[src/rtl/i2c_bus_sniffer.sv]
// Passive I2C observer: synchronises and glitch-filters SCL/SDA, detects START/STOP,
// deserialises 9-bit frames into {first, ack, data} records and queues them in a small FIFO.
module i2c_bus_sniffer #(
  parameter int FILTER_LEN = 4,
  parameter int FIFO_DEPTH = 4
) (
  input  logic       clk_i,
  input  logic       rst_i,
  input  logic       scl_i,
  input  logic       sda_i,
  input  logic       en_i,
  input  logic       rec_ready_i,
  output logic       rec_valid_o,
  output logic [7:0] rec_data_o,
  output logic       rec_ack_o,
  output logic       rec_first_o,
  output logic       bus_busy_o,
  output logic       start_pulse_o,
  output logic       stop_pulse_o,
  output logic       frame_err_o,
  output logic       overflow_o
);

  localparam int         AW        = $clog2(FIFO_DEPTH);
  localparam logic [3:0] FILT_LAST = 4'(FILTER_LEN - 1);
  localparam logic [AW:0] DEPTH_CNT = (AW + 1)'(FIFO_DEPTH);

  typedef struct packed {
    logic       first;
    logic       ack;
    logic [7:0] data;
  } rec_t;

  typedef enum logic {IDLE, BUSY} state_t;

  // Line front end, bit 1 = SCL, bit 0 = SDA.
  logic [1:0] raw, sync1, sync2, filt, filt_d;
  logic [3:0] fcnt [2];

  assign raw = {scl_i, sda_i};

  // NOTE: every sequential block uses non-blocking assignments so all registers
  // update together on the edge and the synchroniser stages do not collapse.
  always_ff @(posedge clk_i) begin
    if (rst_i) begin
      sync1  <= '1;
      sync2  <= '1;
      filt   <= '1;
      filt_d <= '1;
      fcnt   <= '{default: '0};
    end else begin
      sync1  <= raw;
      sync2  <= sync1;
      filt_d <= filt;
      for (int i = 0; i < 2; i++) begin
        if (sync2[i] == filt[i]) begin
          fcnt[i] <= '0;
        end else if (fcnt[i] == FILT_LAST) begin
          filt[i] <= sync2[i];
          fcnt[i] <= '0;
        end else begin
          fcnt[i] <= fcnt[i] + 4'd1;
        end
      end
    end
  end

  // SDA edges count as START/STOP only while SCL has been high on both sides of the edge.
  logic start_ev, stop_ev, scl_rise;
  assign start_ev = filt[1] & filt_d[1] &  filt_d[0] & ~filt[0];
  assign stop_ev  = filt[1] & filt_d[1] & ~filt_d[0] &  filt[0];
  assign scl_rise = filt[1] & ~filt_d[1];

  state_t     state;
  logic [3:0] bit_cnt;
  logic [7:0] shreg;
  logic       first_pending;
  logic       push;
  rec_t       push_rec;

  assign push       = en_i & (state == BUSY) & scl_rise & (bit_cnt == 4'd8) & ~start_ev & ~stop_ev;
  assign push_rec   = '{first: first_pending, ack: filt[0], data: shreg};
  assign bus_busy_o = (state == BUSY);

  always_ff @(posedge clk_i) begin
    if (rst_i) begin
      state         <= IDLE;
      bit_cnt       <= '0;
      shreg         <= '0;
      first_pending <= 1'b0;
      start_pulse_o <= 1'b0;
      stop_pulse_o  <= 1'b0;
      frame_err_o   <= 1'b0;
    end else if (!en_i) begin
      state         <= IDLE;
      bit_cnt       <= '0;
      first_pending <= 1'b0;
      start_pulse_o <= 1'b0;
      stop_pulse_o  <= 1'b0;
      frame_err_o   <= 1'b0;
    end else begin
      start_pulse_o <= 1'b0;
      stop_pulse_o  <= 1'b0;
      frame_err_o   <= 1'b0;
      if (start_ev) begin
        // A single pending sample is the SCL rise that precedes a repeated START.
        frame_err_o   <= (state == BUSY) && (bit_cnt >= 4'd2);
        state         <= BUSY;
        start_pulse_o <= 1'b1;
        first_pending <= 1'b1;
        bit_cnt       <= '0;
      end else if (stop_ev) begin
        if (state == BUSY) begin
          frame_err_o  <= (bit_cnt >= 4'd2);
          state        <= IDLE;
          stop_pulse_o <= 1'b1;
          bit_cnt      <= '0;
        end
      end else if (scl_rise && state == BUSY) begin
        if (bit_cnt == 4'd8) begin
          bit_cnt       <= '0;
          first_pending <= 1'b0;
        end else begin
          shreg   <= {shreg[6:0], filt[0]};
          bit_cnt <= bit_cnt + 4'd1;
        end
      end
    end
  end

  // Record FIFO.
  rec_t           mem [FIFO_DEPTH];
  logic [AW-1:0]  wr_ptr, rd_ptr;
  logic [AW:0]    count;
  logic           full, pop, do_push;
  rec_t           head;

  assign full    = (count == DEPTH_CNT);
  assign pop     = rec_valid_o & rec_ready_i;
  assign do_push = push & (~full | pop);

  // NOTE: the storage array has no reset; the head outputs are masked whenever
  // the FIFO is empty, so stale entries are never visible.
  always_ff @(posedge clk_i) begin
    if (do_push) mem[wr_ptr] <= push_rec;
  end

  always_ff @(posedge clk_i) begin
    if (rst_i) begin
      wr_ptr     <= '0;
      rd_ptr     <= '0;
      count      <= '0;
      overflow_o <= 1'b0;
    end else begin
      if (do_push) wr_ptr <= wr_ptr + 1'b1;
      if (pop)     rd_ptr <= rd_ptr + 1'b1;
      count <= count + (AW + 1)'(do_push) - (AW + 1)'(pop);
      if (!en_i)                     overflow_o <= 1'b0;
      else if (push && full && !pop) overflow_o <= 1'b1;
    end
  end

  assign rec_valid_o = (count != '0);
  assign head        = rec_valid_o ? mem[rd_ptr] : '0;
  assign rec_data_o  = head.data;
  assign rec_ack_o   = head.ack;
  assign rec_first_o = head.first;

endmodule

[config.mk]
export PLATFORM = sky130hd
export DESIGN_NAME = i2c_bus_sniffer
export DESIGN_NICKNAME = d
export VERILOG_FILES = /design/src/rtl/i2c_bus_sniffer.sv
export SDC_FILE = /design/constraint.sdc
export NUM_CORES = 1
export LEC_CHECK = 0
export CORE_MARGIN = 2
export CORE_UTILIZATION = 28
export CTS_CLUSTER_DIAMETER = 120
export CTS_CLUSTER_SIZE = 30
export DETAILED_ROUTE_END_ITERATION = 8
export HOLD_SLACK_MARGIN = 0.15
export PLACE_DENSITY_LB_ADDON = 0.3
export SYNTH_ARGS = -nofsm -noshare
export SYNTH_HDL_FRONTEND = slang
export SYNTH_SLANG_ARGS = --single-unit
export TNS_END_PERCENT = 5
[constraint.sdc]
create_clock -name clk_i -period 5.8 [get_ports clk_i]
set_input_delay 1.16 -clock clk_i [delete_from_list [all_inputs] [get_ports clk_i]]
set_output_delay 1.16 -clock clk_i [all_outputs]
set_load 0.005 [all_outputs]
* Word-level counts from Yosys, hierarchy flattened
Memory sizes are Yosys's and may differ from the RTL's. A register that Yosys moved wholly into a read port is not among the register bits.
Index checks and enable logic that the tools add are counted.
** Cells by class
- $lt $le $gt $ge :: 1
- Reductions and logical operators :: 20
- Bitwise logic cells :: 24
- $add $sub $neg :: 7
- Multiplexer cells :: 20
- Equal/unequal tests :: 8
** Operator list (number)
- 2-to-1 mux 4 bit :: 4
- AND 1 bit :: 13
- 2-to-1 mux 1 bit :: 13
- adder 4 x 1 -> 4 bit, second input constant :: 3
- 2-to-1 mux 10 bit :: 1
- inverter 1 bit :: 10
- OR reduction 3 bit :: 3
- == test 4 x 2 -> 1 bit, second input constant :: 2
- nonzero test 2 bit :: 4
- AND reduction 2 bit :: 3
- AND reduction 5 bit :: 1
- adder 2 x 1 -> 2 bit, second input constant :: 2
- == test 4 bit, second input constant :: 1
- greater-or-equal comparator 4 x 2 -> 1 bit, second input constant :: 1
- logical AND 1 bit :: 4
- 2-to-1 mux 2 bit :: 2
- OR reduction 4 bit :: 1
- adder 3 x 1 -> 3 bit :: 1
- == test 3 bit, second input constant :: 1
- AND reduction 3 bit :: 1
- nonzero test 3 bit :: 1
- subtractor 3 x 1 -> 3 bit :: 1
- == test 1 bit :: 2
- != test 2 x 1 -> 1 bit, second input constant :: 1
- 4 further kinds :: 4
** Word-level totals
- Register bits after elaboration :: 41
- Output and inout bits :: 16
- Memories :: 1
- Bits in writable memories :: 40
- Input bits :: 6
** Memories
- mem :: depth 4, width 10, read ports 1, clocked after Yosys merged registers in 1, write ports 1, RTL line 132 : rec_t mem [FIFO_DEPTH];

* Depth between registers and ports, before layout
- Depth in word-level cells :: 9
- Depth in mapped cells :: 13
- Depth with buffers taken out :: 13

* Worst setup path after synthesis
No wires, ideal clock.
- Kind :: in2reg
- Start point :: in rec_ready_i
- End point :: reg count[2]
- Library setup time :: 0.128 ns
- Slack :: 2.793 ns
- Data arrival time :: 2.879 ns
- Stages :: 10
- Path through :: or4b_4 > and3_4 > clkinv_2 > ha_1 > inv_1 > ha_1 > inv_1 > fa_1 > xnor2_1 > nor2_1
** On the way
- Word-level cells in the longest chain between the ends :: 5
** RTL lines
- start: declaration :: RTL line 12 : input logic rec_ready_i,
- AND 1 bit * :: RTL line 139 : assign pop = rec_valid_o & rec_ready_i;
- OR 1 bit :: RTL line 140 : assign do_push = push & (~full | pop);
- AND 1 bit :: RTL line 140
- adder 3 x 1 -> 3 bit :: RTL line 157 : count <= count + (AW + 1)'(do_push) - (AW + 1)'(pop);
- subtractor 3 x 1 -> 3 bit * :: RTL line 157
- end signal: assignment :: RTL line 157
- end: declaration :: RTL line 134 : logic [AW:0] count;
Every way passes the cells marked *; elsewhere a longest branch is shown, timed or not.
A chain may end at the register's enable or synchronous reset.

==> insert_results.sql <==
INSERT INTO impl_metrics (metric_group, metric, value, unit) VALUES
('run', 'max_cap_violations', '0', ''),
('route', 'ant_nets', '0', ''),
('grt', 'grt_max_degree', '29', ''),
('sta', 'fin_crit', '3470', 'ps'),
('route', 'drt_iter0_markers', '54', ''),
('sta', 'relSlewSlack', '27.5', '%'),
('logic_synthesis', 'synthDominantAreaCellType', 'edfxtp_1', ''),
('hold_path', 'worstHoldStart', 'sync1[1]$_SDFF_PP1_', ''),
('critical_path', 'end_kind', 'primary output', ''),
('critical_path', 'critical_path_buf_inv_count', '1', ''),
('status', 'status', 'complete, no violations', ''),
('critical_path', 'worst_ep_arrival_time', '2310', 'ps'),
('sta', 'actual_slew_at_the_worst_max_slew_pin', '1080', 'ps'),
('critical_path', 'ff_to_ff_end', 'count[2]$_SDFF_PP0_', ''),
('logic_synthesis', 'synth_enable_flop_cells', '40', ''),
('sta', 'clock_skew', '5.17', 'ps'),
('route', 'avgViaCountPerCell', '4.33', ''),
('layout', 'antenna-diode-count', '0', ''),
('critical_path', 'worst_r2r_startpoint', 'bit_cnt[0]$_SDFFE_PP0P_', ''),
('power', 'ir_drop', '0.000143', 'V'),
('grt', 'first_pass_grt_wire_length', '8.98', 'mm'),
('power', 'internal_power', '0.994', 'mW'),
('critical_path', 'rrSetupSlack', '3210', 'ps'),
('hold_path', 'whs_path_depth', '1', ''),
('critical_path', 'timing.reg2reg.worst_path_depth', '13', ''),
('power', 'power.share.combinational', '0.9', '%'),
('floorplanning', 'ioPinCount', '22', ''),
('power', 'share_seq_of_total_power', '49.9', '%'),
('critical_path', 'worstPathMaxFanout', '10', ''),
('logic_synthesis', 'synth.top_cells.by_area', 'edfxtp_1 (37%), dfxtp_1 (26%), mux4_2 (6.9%)', ''),
('clock_network', 'cts_root_buffer', 'clkbuf_16', ''),
('floorplanning', 'rows', '39', ''),
('logic_synthesis', 'synth_async_reset_ratio', '0', '%'),
('clock_network', 'cts_resized', '0', ''),
('layout', 'num-nets-final', '284', ''),
('floorplanning', 'dieArea', '12600', 'sq um'),
('clock_network', 'clock_latency', '330', 'ps'),
('clock_network', 'tritoncts', 'yes', ''),
('critical_path', 'worst-endpoint-required', '4640', 'ps'),
('critical_path', 'crit_type', 'flop to primary output', ''),
('sta', 'setup_repair_after_global_routing_missed_its_margin', 'false', ''),
('floorplanning', 'initial_utilization', '28.7', '%'),
('logic_synthesis', 'synth_top_cells_by_count', 'dfxtp_1 (43), edfxtp_1 (40), nor2_1 (29)', ''),
('sta', 'final.setup.tns', '0', 'ps'),
('grt', 'grtUsageTotal', '9.25', '%'),
('floorplanning', 'fp.dieH', '112', 'microns'),
('clock_network', 'htree_num_levels', '3', ''),
('logic_synthesis', 'syn_inst', '241', ''),
('grt', 'grt_antenna_before_repair', '0', ''),
('logic_synthesis', 'synth.top_cell.area_share', '36.7', '%'),
('power', 'clock_power_share', '49.2', '%'),
('hold_path', 'hold_class', 'flop to flop', ''),
('clock_network', 'cts_buffer_count', '9', ''),
('power', 'post-layout-total-power', '1.23', 'mW'),
('logic_synthesis', 'ys.flop_type', 'dfxtp_1', ''),
('clock_network', 'clock_sinks', '83', ''),
('route', 'route.vias.total', '1792', ''),
('logic_synthesis', 'synth_most_common_cell', 'dfxtp_1', ''),
('logic_synthesis', 'mappedNetlistNets', '259', ''),
('route', 'remaining_drc_errors', '0', ''),
('grt', 'globalRouteOverflowTotal', '0', ''),
('power', 'power.density', '310', 'nW/um^2'),
('logic_synthesis', 'yosys_warnings', '0', ''),
('clock_network', 'clock_tree.buffer_depth', '2', ''),
('clock_network', 'cts.hold.buffers_added', '0', ''),
('critical_path', 'worst_path_dominant_cell_family', 'flip-flops', ''),
('placed_design', 'gp_congestion', '0.707', ''),
('floorplanning', 'core', '11400', 'sq um'),
('route', 'postRouteWirelength', '5.36', 'mm'),
('sta', 'maxSlewViolCount', '0', ''),
('power', 'switching_share', '18.9', '%');
-- stage by stage --
| step | util, % | instances | hold slack [ps] | setup WS [ps] | instance area [sq um] |
|---|---|---|---|---|---|
| after floorplan | - | 241 | 389 | 2790 | 3270 |
| after global placement | 31.8 | 398 | 393 | 2240 | 3630 |
| after detailed placement | 31.8 | 398 | 393 | 2180 | 3630 |
| after CTS | 34.6 | 414 | 408 | 2260 | 3960 |
| after global routing | 34.6 | 414 | 436 | 2170 | 3960 |
| final | 34.6 | 414 | 408 | 2330 | 3960 |
-- power by group through the flow --
| stage | registers, mW | logic [mW] | clock network [mW] |
|---|---|---|---|
| 6_report | 0.611 | 0.0115 | 0.603 |
| 5_1_grt | 0.611 | 0.0128 | 0.638 |
| 4_1_cts | 0.611 | 0.0120 | 0.620 |
| 3_5_place_dp | 0.624 | 0.0119 | 0 |
| 3_3_place_gp | 0.624 | 0.0116 | 0 |
| 2_1_floorplan | 0.623 | 0.00611 | 0 |
-- layout by cell type (no fill, tap or decap), types with 2 or more instances in the layout --
master and instances:
or2_2 6, a211o_1 2, mux2i_1 10, nand3b_1 2, xor2_1 4, nor2_1 29, xnor2_1 7, a21oi_1 4
nand2_1 4, nand4b_1 2, clkdlybuf4s50_1 21, and2_1 15, or3_1 3, inv_1 10, nor3_1 4, nor3b_1 2
nand3_1 4, inv_6 2, bufinv_16 2, nor2b_1 5, edfxtp_1 40, and3b_1 2, nand2b_1 2, mux4_2 10
dfxtp_1 43, ha_1 11, clkbuf_16 9
-- how the worst max path moves through the flow --
stage | startpoint | to | slack, ps | cells past startpoint
5_1_grt | flop | rec_data_o[6] | 2170 | 3
2_1_floorplan | rec_ready_i | count[2]$_SDFF_PP0_ | 2790 | 10
3_3_place_gp | rec_ready_i | count[2]$_SDFF_PP0_ | 2240 | 11
6_report | flop | rec_ack_o | 2330 | 3
3_5_place_dp | rec_ready_i | count[2]$_SDFF_PP0_ | 2180 | 11
4_1_cts | flop | rec_first_o | 2260 | 3
-- kinds of logic after synthesis --
| kind of cell | synth area share (%) |
|---|---|
| XOR/XNOR | 2.94 |
| buffers and inverters | 2.18 |
| adder cells (fa/ha/maj) | 4.82 |
| flip-flops | 63.0 |
| multiplexers | 9.94 |
| AO/OA/AOI/OAI | 2.83 |
| AND/OR/NAND/NOR | 14.3 |
-- routing by layer --
layer	vias up	track usage [%]	wire, microns
li1	904	-	-
met1	849	11.4	2470
met3	7	3.67	270
met4	0	3.41	70
met5	-	0	0
met2	32	14.7	2550
-- state kept, by name, summed over array words and instances (netlist names), 3 cells and up, named ones only --
name,cells
shreg,8
fcnt,8
mem,40
count,3
bit_cnt,4
-- cell type report --
type	instances	area [sq um]	share of cell area, %
clock inverters	7	97.6	2.47
well taps	143	179	4.52
repair buffers	21	210	5.31
multi-input cells	140	1140	28.8
inverters	11	42.5	1.08
flip-flops and latches	83	2060	52.1
clock buffers	9	225	5.69
(Power assumes the default switching activity.)
